## config.mk

```make
export PLATFORM = sky130hd
export DESIGN_NAME = csr_reg_bank
export DESIGN_NICKNAME = d
export VERILOG_FILES = /design/src/rtl/csr_reg_bank.sv
export SDC_FILE = /design/constraint.sdc
export NUM_CORES = 1
export LEC_CHECK = 0
export CAP_MARGIN = 20
export CORE_MARGIN = 3
export CORE_UTILIZATION = 57
export DETAILED_ROUTE_END_ITERATION = 12
export DONT_BUFFER_PORTS = 1
export PLACE_DENSITY = 0.75
export SLEW_MARGIN = 10
export SYNTH_ARGS = -nofsm -noshare
export SYNTH_HDL_FRONTEND = slang
export SYNTH_SLANG_ARGS = --single-unit
```

## constraint.sdc

```tcl
create_clock -name clk -period 1.51 [get_ports clk]
set_input_delay 0.2265 -clock clk [delete_from_list [all_inputs] [get_ports clk]]
set_output_delay 0.2265 -clock clk [all_outputs]
set_load 0.02 [all_outputs]
```

## src/rtl/csr_reg_bank.sv

```systemverilog
// CSR bank behind the generic bus request port: CTRL (RW), STATUS (W1C + hw set), ID (RO), scratch (RW).
// Request sampled at edge N gives a one-cycle bus_ready in cycle N+1; a held request is ignored until it drops.
module csr_reg_bank #(
    parameter int                    ADDR_WIDTH = 3,
    parameter int                    DATA_WIDTH = 32,
    parameter int                    NUM_REGS   = 8,
    parameter logic [DATA_WIDTH-1:0] ID_VALUE   = 32'hC5A0_0001
) (
    input  logic                    clk,
    input  logic                    rst,
    input  logic                    o_bus_req,
    input  logic                    o_bus_req_is_wr,
    input  logic [ADDR_WIDTH-1:0]   o_bus_addr,
    input  logic [DATA_WIDTH-1:0]   o_bus_wr_data,
    input  logic [DATA_WIDTH/8-1:0] o_bus_wr_biten,
    output logic                    bus_ready,
    output logic [DATA_WIDTH-1:0]   bus_rd_data,
    output logic                    bus_err,
    input  logic [DATA_WIDTH-1:0]   hw_set,
    output logic [DATA_WIDTH-1:0]   ctrl_o,
    output logic                    irq_o
);
    localparam int NB         = DATA_WIDTH / 8;
    localparam int CTRL_IDX   = 0;
    localparam int STATUS_IDX = 1;
    localparam int ID_IDX     = 2;
    localparam logic [ADDR_WIDTH:0] NUM_REGS_W = (ADDR_WIDTH + 1)'(NUM_REGS);

    typedef enum logic [1:0] {IDLE, RESP, WAIT_DROP} state_t;

    state_t                  state_q;
    logic [DATA_WIDTH-1:0]   regs_q [NUM_REGS];
    logic [DATA_WIDTH-1:0]   regs_d [NUM_REGS];
    logic [DATA_WIDTH-1:0]   byte_mask;
    logic [DATA_WIDTH-1:0]   w1c_mask;
    logic [DATA_WIDTH-1:0]   rd_val;
    logic                    access_err;
    logic                    commit;
    logic                    wr_ok;

    always_comb begin
        byte_mask = '0;
        for (int b = 0; b < NB; b++) begin
            byte_mask[8*b +: 8] = {8{o_bus_wr_biten[b]}};
        end
        access_err = ({1'b0, o_bus_addr} >= NUM_REGS_W) ||
                     (o_bus_req_is_wr && (o_bus_addr == ADDR_WIDTH'(ID_IDX)));
        commit = (state_q == IDLE) && o_bus_req;
        wr_ok  = commit && o_bus_req_is_wr && !access_err;

        rd_val = '0;
        for (int i = 0; i < NUM_REGS; i++) begin
            if (o_bus_addr == ADDR_WIDTH'(i)) begin
                rd_val = (i == ID_IDX) ? ID_VALUE : regs_q[i];
            end
        end

        w1c_mask = '0;
        for (int i = 0; i < NUM_REGS; i++) begin
            regs_d[i] = regs_q[i];
            if (wr_ok && (o_bus_addr == ADDR_WIDTH'(i))) begin
                if (i == STATUS_IDX) begin
                    w1c_mask = o_bus_wr_data & byte_mask;
                end else begin
                    regs_d[i] = (regs_q[i] & ~byte_mask) | (o_bus_wr_data & byte_mask);
                end
            end
        end
        // hw_set is applied after the clear so a coincident set wins.
        regs_d[STATUS_IDX] = (regs_q[STATUS_IDX] & ~w1c_mask) | hw_set;
        regs_d[ID_IDX]     = '0;
    end

    always_ff @(posedge clk) begin
        if (rst) begin
            state_q     <= IDLE;
            bus_ready   <= 1'b0;
            bus_rd_data <= '0;
            bus_err     <= 1'b0;
            for (int i = 0; i < NUM_REGS; i++) begin
                regs_q[i] <= '0;
            end
        end else begin
            for (int i = 0; i < NUM_REGS; i++) begin
                regs_q[i] <= regs_d[i];
            end
            case (state_q)
                IDLE: begin
                    if (commit) begin
                        state_q     <= RESP;
                        bus_ready   <= 1'b1;
                        bus_err     <= access_err;
                        bus_rd_data <= (!o_bus_req_is_wr && !access_err) ? rd_val : '0;
                    end
                end
                RESP: begin
                    bus_ready   <= 1'b0;
                    bus_rd_data <= '0;
                    bus_err     <= 1'b0;
                    state_q     <= o_bus_req ? WAIT_DROP : IDLE;
                end
                WAIT_DROP: begin
                    if (!o_bus_req) begin
                        state_q <= IDLE;
                    end
                end
                default: state_q <= IDLE;
            endcase
        end
    end

    assign ctrl_o = regs_q[CTRL_IDX];
    assign irq_o  = |(regs_q[STATUS_IDX] & regs_q[CTRL_IDX]);

endmodule

```

==> key figures <==
Timing
  • Max Clock Freq: between 400 and 500 MHz
  • Final-report setup violation count: between 200 and 250
  • Fin. max-slew vios: 0
  • Endpoints failing hold: between 200 and 250
  • RSZ-0062 raised after global routing: true
  • Slew HR: 0.3135
  • Post-route clock period utilization: 1.464
  • Min Hold Slack: -0.2346 ns
  • Clock Skew: 0.007615 ns
  • Worst-Margin Slew: around 1.0 ns
  • Final WS setup: -0.7001 ns
  • Crit path time final: 2.210 ns

Logic synthesis
  • Mean Syn Cell Area: approximately 8.9 um^2
  • Yosys warning count: 0
  • Mapped Nets: around 1.4k
  • Syn Inst Count: around 1.3k
  • Ys async rst share: 0
  • Post-synthesis sequential area ratio: 0.4447
  • Synth Cell Area: 0.01170 mm^2
  • #FFs+latches synth: 260
  • Primary FF master, synth: dfxtp_1
  • Distinct cells, synth: 50
  • EDFF count, synth: 0

Floorplan
  • IO Pins: around 140
  • Initial core utilization: 0.5897
  • Die width: roughly 150 um
  • DIE AREA: around 0.022 mm^2
  • Die Y: between 100 and 150 um
  • Core area: roughly 0.02 mm^2
  • Site Rows: just over 50

Worst setup path
  • CP cell instances: a22oi_1 > nand4_1 > or4_4
  • CP startpoint kind: register
  • Worst Path Class, Setup: reg -> out
  • Critical Path Max Stage Delay: between 0.6 and 0.7 ns
  • FF-to-FF setup slack: -0.26 ns
  • Worst path depth: 3
  • CP Max Fanout: 3
  • Crit Reg-Reg Endpoint: regs_q[0][49]
  • CP arrival: a little under 2 ns
  • Worst Path Required: 1.28 ns
  • CP Launch Point: regs_q[0][61]
  • Cells on worst reg2reg path: 6
  • CP top delay family: simple AND/OR/NAND/NOR gates
  • Worst path slowest cell: or4_4
  • Crit path to: irq_o
  • Worst path bufs/invs: 0
  • Worst r2r src: state_q[1]
  • CP endpoint kind: output port

Power
  • Leak: between 0.006 and 0.007 uW
  • Worst VDD drop: between 800 and 900 uV
  • PD cells: approximately 990 mW/mm^2
  • Total power: roughly 15000 uW

Place
  • Post-DP HPWL: between 20000 and 25000 um
  • Port bufs: 0
  • Dpl ws: -0.2992 ns
  • Placed cells: roughly 1.6k
  • Final Wtd Congestion: roughly 0.86

Detailed routing
  • DR WL/cell: between 20 and 25 um
  • DR iter-0 viols: ~1.4k
  • Routed wire length: between 40000 and 50000 um
  • Drt via density: roughly 6.6
  • DRC: 0
  • Vias: 10.97k
  • 1st-pass router iterations: 7
  • Final ANT Viol Nets: 0

Global routing
  • GRT Total Usage: 0.3484
  • Pin count of the biggest net entering global routing: between 200 and 300
  • Number of global-route vias before repair: about 11k
  • Initial antenna violation count: 0
  • Remaining global-route overflow: 0
  • First-pass GRT wire length: ~61000 um

Finish
  • Area Growth Syn to Fin: 29.68%
  • Most frequent cells in the layout: dfxtp_1, nor2_1, mux2i_1
  • Share of cells above drive strength 1: 0.2973
  • N_diodes: 0
  • Post-route insts no fill: roughly 1.7k
  • Final #Nets: about 1.5k
  • Most common cell after layout, fill and taps aside: dfxtp_1
  • Final Core Density: 0.7648

Status
  • Status: finished, violations left
  • Failing checks: negative hold slack, negative setup slack

Clock network
  • # H-tree levels: 1
  • Clock Path Buffers: 3
  • Clock Pin Slew Worst Setup and Hold Paths: approximately 0.06 ns
  • Skew-Pair Late Insertion Delay: about 0.54 ns
  • Total CTS buffers: 27
  • Root buf cell: clkbuf_16
  • CTS sink cnt: between 200 and 300
  • CTS tree: done

Job
  • Maxcap violations: 0

Min path
  • Min-delay worst type: in -> reg
[power breakdown]
part,total (uW),internal [uW],leakage (uW),switching (uW)
sequential,7100,6970,0.00211,124
combinational,1170,560,0.00391,607
clock,6780,4030,0.000433,2740
[final cells by class]
cell class / instances / area [um^2]
Multi-Input combinational cell: 913 / 6880
Timing Repair Buffer: 164 / 1787
Tap cell: 265 / 331.6
Clock buffer: 41 / 778.2
Fill cell: 1224 / 4668
Clock inverter: 6 / 105.1
Sequential cell: 260 / 5213
Inverter: 22 / 82.58
[kinds of logic (layout without fill, tap and decap cells)]
kind of cell / after synthesis / in the layout / share of synthesized area
AO/OA/AOI/OAI: 255 / 255 / 0.1420
XOR/XNOR: 1 / 1 / 0.0007485
buffers and inverters: 145 / 233 / 0.06083
flip-flops: 260 / 260 / 0.4447
multiplexers: 198 / 198 / 0.1710
AND/OR/NAND/NOR: 457 / 459 / 0.1807
[routing by layer]
| layer | vias up | global-route usage | wire (um) |
|---|---|---|---|
| met2 | 749 | 0.5732 | 19220 |
| li1 | 4759 | - | - |
| met5 | - | 0 | 0 |
| met1 | 5263 | 0.4347 | 15230 |
| met3 | 195 | 0.08630 | 4612 |
| met4 | 0 | 0.1538 | 2339 |
[worst register-to-register path: cells and delay by family, from the launching register on]
kind / cells / cell delay [ns]
buffers and inverters: 2 / 0.37
AND/OR/NAND/NOR: 4 / 0.89
flip-flops: 1 / 0.36
[cells in the mapped netlist, drive strengths merged, types with 2 or more instances]
master   count  share of area
o2bb2ai      9         0.0067
a21o         6         0.0038
buf         62          0.034
nand4       12         0.0086
clkbuf      61          0.020
nand2b       3         0.0016
nand3       41          0.024
o32ai        6         0.0045
inv         21         0.0067
o22ai       16         0.0086
o31a         7         0.0052
nor3b        9         0.0058
mux2i      182           0.16
nand2      112          0.036
a21oi       74          0.032
nor4bb       3         0.0026
nor2b       13         0.0069
a221oi      10         0.0075
a211oi       8         0.0051
nor2       231          0.074
mux2        16          0.015
a22oi       41          0.026
o221ai      16          0.012
o21ai       52          0.022
dfxtp      260           0.44
and3b        2         0.0015
and4         4         0.0030
nor3        10         0.0051
and2         8         0.0043
a221o        9         0.0077
[how the worst min path moves through the flow]
stage	depth (start not counted)	startpoint	slack (ns)	endpoint
2_1_floorplan	2	hw_set[0]	0.34	regs_q[0][32]
3_3_place_gp	1	rst	0.32	register
3_5_place_dp	1	rst	0.32	register
4_1_cts	1	rst	-0.24	register
5_1_grt	1	rst	-0.24	register
6_report	1	rst	-0.23	register
[per-stage QoR]
stage               TNS (ns)  hold slack, ns  area, um^2
floorplan             -2.010          0.3439       11740
global placement      -7.308          0.3158       12810
detailed placement    -11.80          0.3216       12810
CTS                   -17.79         -0.2403       14650
global route          -37.62         -0.2403       15180
finish                -33.70         -0.2346       15180
[repair_timing]
item	in CTS	in global routing
gates cloned	6	0
buffers inserted	6	3
pin swaps	140	88
hold buffers	6	6
endpoints found under the setup margin	185	255
hold endpoints to repair	260	251
resized for setup	193	115
(Power assumes the default switching activity.)
